--- src/rtl/crc_three_pkg.sv ---
// crc_three_pkg: shared constants, state encoding and syndrome lookup for the (7,3) cyclic decoder
package crc_three_pkg;
  localparam int CW_LEN = 7;
  localparam int DATA_LEN = 3;
  localparam int CRC_LEN = 4;
  localparam logic [CRC_LEN-1:0] GEN_POLY = 4'b0111;
  localparam logic [CW_LEN*CRC_LEN-1:0] SYN_TABLE = {4'b1011, 4'b1110, 4'b0111, 4'b1000, 4'b0100, 4'b0010, 4'b0001};
  typedef enum logic [1:0] {S_RECV, S_EVAL, S_OUT} state_t;
  function automatic logic [3:0] syn_lookup(input logic [CRC_LEN-1:0] s);
    logic [3:0] r;
    r = '0;
    for (int i = 0; i < CW_LEN; i++)
      if (s == SYN_TABLE[CRC_LEN*i +: CRC_LEN]) r = {1'b1, 3'(i)};
    return r;
  endfunction
endpackage

--- src/rtl/crc_three_syn_lfsr.sv ---
// crc_three_syn_lfsr: serial syndrome register dividing the received stream by g(x)
module crc_three_syn_lfsr
  import crc_three_pkg::*;
(
  input  logic               clk,
  input  logic               rst,
  input  logic               clr,
  input  logic               en,
  input  logic               din,
  output logic [CRC_LEN-1:0] syn
);
  always_ff @(posedge clk)
    if (rst || clr) syn <= '0;
    else if (en) syn <= {syn[CRC_LEN-2:0], din} ^ (syn[CRC_LEN-1] ? GEN_POLY : '0);
endmodule

--- src/rtl/crc_three_dec.sv ---
// crc_three_dec: serial (7,3) cyclic code decoder with single-bit correction and valid/ready handshakes
module crc_three_dec
  import crc_three_pkg::*;
(
  input  logic                i_clk,
  input  logic                i_rst,
  input  logic                i_valid,
  input  logic                i_bit,
  output logic                o_ready,
  output logic                o_valid,
  input  logic                i_ready,
  output logic [DATA_LEN-1:0] o_data,
  output logic [CRC_LEN-1:0]  o_syndrome,
  output logic                o_corrected,
  output logic                o_uncorr,
  output logic [2:0]          o_err_pos
);
  state_t state, state_nxt;
  logic [2:0] cnt;
  logic [CW_LEN-1:0] word, flip, fixed;
  logic [CRC_LEN-1:0] syn;
  logic [3:0] hit_pos;
  logic acc, done;
  assign o_ready = state == S_RECV && !i_rst;
  assign o_valid = state == S_OUT;
  assign acc = i_valid && o_ready;
  assign done = state == S_OUT && i_ready;
  assign hit_pos = syn_lookup(syn);
  assign flip = hit_pos[3] ? CW_LEN'(1) << hit_pos[2:0] : '0;
  assign fixed = word ^ flip;
  crc_three_syn_lfsr u_syn (
    .clk(i_clk),
    .rst(i_rst),
    .clr(done),
    .en (acc),
    .din(i_bit),
    .syn(syn)
  );
  always_comb
    state_nxt = state == S_RECV ? (acc && cnt == 3'd6 ? S_EVAL : S_RECV)
              : state == S_EVAL ? S_OUT
              : (i_ready ? S_RECV : S_OUT);
  always_ff @(posedge i_clk)
    if (i_rst) begin
      state       <= S_RECV;
      cnt         <= '0;
      word        <= '0;
      o_data      <= '0;
      o_syndrome  <= '0;
      o_corrected <= 1'b0;
      o_uncorr    <= 1'b0;
      o_err_pos   <= '0;
    end else begin
      state <= state_nxt;
      if (acc) begin
        word <= {word[CW_LEN-2:0], i_bit};
        cnt  <= cnt == 3'd6 ? 3'd0 : cnt + 3'd1;
      end
      if (done) word <= '0;
      if (state == S_EVAL) begin
        o_data      <= fixed[CW_LEN-1 -: DATA_LEN];
        o_syndrome  <= syn;
        o_corrected <= hit_pos[3];
        o_uncorr    <= |syn && !hit_pos[3];
        o_err_pos   <= hit_pos[3] ? hit_pos[2:0] : 3'd0;
      end
    end
endmodule

--- config.mk ---
export PLATFORM = sky130hd
export DESIGN_NAME = crc_three_dec
export DESIGN_NICKNAME = d
export VERILOG_FILES = /design/src/rtl/crc_three_pkg.sv /design/src/rtl/crc_three_syn_lfsr.sv /design/src/rtl/crc_three_dec.sv
export SDC_FILE = /design/constraint.sdc
export NUM_CORES = 1
export LEC_CHECK = 0
export CAP_MARGIN = 0
export CORE_MARGIN = 4
export CORE_UTILIZATION = 30
export DETAILED_ROUTE_END_ITERATION = 16
export PLACE_DENSITY = 0.6
export RECOVER_POWER = 50
export SKIP_LAST_GASP = 1
export SLEW_MARGIN = 10
export SYNTH_ARGS = -nofsm -noshare
export SYNTH_HDL_FRONTEND = slang
export SYNTH_SLANG_ARGS = --single-unit
--- constraint.sdc ---
create_clock -name i_clk -period 2.1 [get_ports i_clk]
set_input_delay 0.42 -clock i_clk [delete_from_list [all_inputs] [get_ports i_clk]]
set_output_delay 0.42 -clock i_clk [all_outputs]
set_load 0.1 [all_outputs]
==> flow_summary.toml <==
[run_status]
status = "finished clean"

[worst_setup_path]
crit_path_start = "i_rst"
slowest_delay_ns = 0.41
endpoint = "o_ready"
r2r_slack_ns = 0.43
path_class = "input pin to primary output"
cp.arrival_ns = 1.41
cp_max_fo = 20
startpoint_type = "input pin"
slowest_stage = "clkdlybuf4s50_1"
r2r_start = "state[0]$_SDFF_PN0_"
critical_path.cell_chain = "clkdlybuf4s50_1 > buf_4 > nor3_4 > buf_12"
reg2regPathDepth = 4
critPathCaptureType = "primary output"
rr_endpoint = "o_err_pos[0]$_SDFFE_PP0P_"
cp.required_ns = 1.68

[floorplanning]
die_area_sq_um = 5170
die_y_microns = 71.90
coreArea_sq_um = 3799
io-pin-count = 19
start_util = 0.3225
die_w_microns = 71.90
rows = 22

[placed_design]
hpwl_mm = 1.805
gp_congestion = 0.7317
dpl.cell_count = 208
io_buffers = 18

[power_and_ir_drop]
intPower_w = 0.0007038
clockPowerShare = 0.310
finalPower_w = 0.0009262
seq_power_share = 0.600
pwr-share-comb = 0.090
swShare = 0.2402
irDropWorstVdd_v = 0.0002269
p_sw_w = 0.0002224
powerDensity_nw_per_um2 = 630.0
leakagePower_nw = 0.5145

[grt]
grt_max_degree = 21
grt_pass1_vias = 1013
grt_pass1_wl_mm = 4.353
grt_overflow_total = 0
antenna_found_initial = 0
grt_usage = 0.1037

[synthesis]
ys_warn_count = 0
synth_cells = 150
ys_seq_elements = 28
syn_area_sq_um = 1225
synth.avg_cell_area_sq_um = 8.166
ys_seq_area_frac = 0.4576
syn_nets = 155
ys_types = 32

[detailed_routing]
wl_per_cell_microns = 11.84
route.met3.wl_microns = 78
drtIter0Drc = 62
top_layer = "met4"
drt-pass1-iter-count = 4
wl_met2_mm = 1.221
drt_wl_total_mm = 2.499
routed-via-count = 1028
drc = 0
drt-met1-wl_mm = 1.153
vias_per_cell = 4.872
ant_nets = 0

[final_layout]
nets = 170
drive_above_1_share = 0.1534
synthToLayoutAreaGrowth_pct = 20.02
final_cells = 211
diodes = 0

[clocking]
clkTransAtPathRegs_ns = 0.09
ctsResizeCount = 0
htree_levels = 1
holdBufCountCts = 0
cts.path.max_buffers = 2
cts_sinks = 28
post_cts_buffers = 0
clk_latency_ns = 0.27
cts-buffers-inserted = 3
cts_tree = "built"
cts_root_buf = "clkbuf_8"

[min_path]
hold_depth = 2
hold_class = "flip-flop to flip-flop"

[sta]
min_period_ns = 1.830
rsz0062_at_grt = "no"
post-route-period-util = 0.8716
fmax_mhz = 546.4
drv_slew = 0
hold_viol = 0
setup_viol_count_final = 0
tightestPinTransition_ns = 0.6286
final.setup_skew_ns = 0.004268
setup_tns_ns = 0
relSlewSlack = 0.5809

[flow_run]
max_cap_violations = 0
## kinds of logic after synthesis
logic type | Yosys count | synth area share
flops | 28 | 0.4576
compound gates | 34 | 0.1747
buf+inv | 18 | 0.05618
xor+xnor | 8 | 0.05720
mux | 2 | 0.01634
simple gates | 60 | 0.2380
## worst max-delay path, delay by kind of cell
| family | cells | cell delay [ns] |
|---|---|---|
| AND/OR/NAND/NOR | 1 | 0.16 |
| buffers and inverters | 3 | 0.82 |
## synth_stat cells, drive strengths merged
cell     n  area [sq um]
or2b     1         7.510
nand3    4         20.02
mux2i    2         20.02
nand4b   3         26.28
a211oi   6         45.04
nand2   26         97.59
nor2    12         45.04
o211ai   1         7.510
o21bai   1         7.510
xnor2    2         17.52
a22oi    1         7.510
o31a     1         8.760
o41ai    1         8.760
o21ai    3         15.01
or4      1         7.510
a311oi   3         26.28
or3b     1         8.760
a21oi   16         80.08
nor2b    3         18.77
o31ai    1         7.510
and2     2         12.51
dfxtp   28         560.5
xor2     6         52.55
and3     1         6.260
nor4b    1         8.760
nor3     3         15.01
inv      5         18.77
nand3b   1         7.510
clkbuf  11         42.54
buf      2         7.510
or4b     1         10.01
## layout by cell type, fill, tap and decap left out, drive strengths merged
cell type,count
or4,1
o31a,1
nand3,4
or4b,1
o211ai,1
o21bai,1
dfxtp,28
buf,6
a311oi,3
a211oi,6
nor2b,3
and2,2
or3b,1
a22oi,1
o21ai,3
xnor2,2
mux2i,2
and3,1
inv,5
nand4b,3
nor2,12
nor3,3
xor2,6
nand2,26
or2b,1
clkbuf,16
nand3b,1
nor4b,1
clkdlybuf4s50,4
a21oi,16
o41ai,1
o31ai,1
## how the worst min path moves through the flow
stage                              start  slack (ns)                    to
floorplan           word[0]$_SDFFE_PP0P_        0.43  word[1]$_SDFFE_PP0P_
global placement    word[3]$_SDFFE_PP0P_        0.44  word[4]$_SDFFE_PP0P_
detailed placement  word[1]$_SDFFE_PP0P_        0.44  word[2]$_SDFFE_PP0P_
CTS                 word[1]$_SDFFE_PP0P_        0.46  word[2]$_SDFFE_PP0P_
global route        word[0]$_SDFFE_PP0P_        0.49  word[0]$_SDFFE_PP0P_
finish              word[2]$_SDFFE_PP0P_        0.45  word[3]$_SDFFE_PP0P_
## registers in the layout, indices dropped and copies added (netlist names)
name,cells
cnt,3
o_err_pos,3
state,2
o_corrected,1
word,7
u_syn.syn,4
o_data,3
o_uncorr,1
o_syndrome,4
## per-stage QoR
stage                     cell area, sq um  setup slack, ns  hold slack (ns)    util
after floorplan                       1239          0.09957           0.4321       -
after global placement                1463           0.1771           0.4395  0.3850
after detailed placement              1463           0.1075           0.4432  0.3850
after CTS                             1504           0.2617           0.4574  0.3959
after global routing                  1470           0.2152           0.4940  0.3870
final                                 1470           0.2697           0.4529  0.3870
## routing by layer
layer,global-route usage,vias up
met5,0,-
met4,0.05637,0
met3,0.01801,4
met2,0.1755,14
met1,0.1245,474
li1,-,536
## power by group through the flow
stage               Combinational (W)  Sequential [W]  Clock (W)
global route                0.0000909        0.000558   0.000310
global placement            0.0000806        0.000567          0
floorplan                   0.0000660        0.000556          0
finish                      0.0000830        0.000556   0.000287
CTS                         0.0000840        0.000556   0.000297
detailed placement          0.0000836        0.000568          0
## area by class of cell
| cell class | instances | area [sq um] |
|---|---|---|
| Fill cell | 397 | 2328 |
| Multi-Input combinational cell | 104 | 615.6 |
| Sequential cell | 28 | 560.5 |
| Timing Repair Buffer | 23 | 173.9 |
| Tap cell | 48 | 60.06 |
| Clock buffer | 3 | 41.29 |
| Inverter | 5 | 18.77 |
Power figures use the tool's default switching activity.
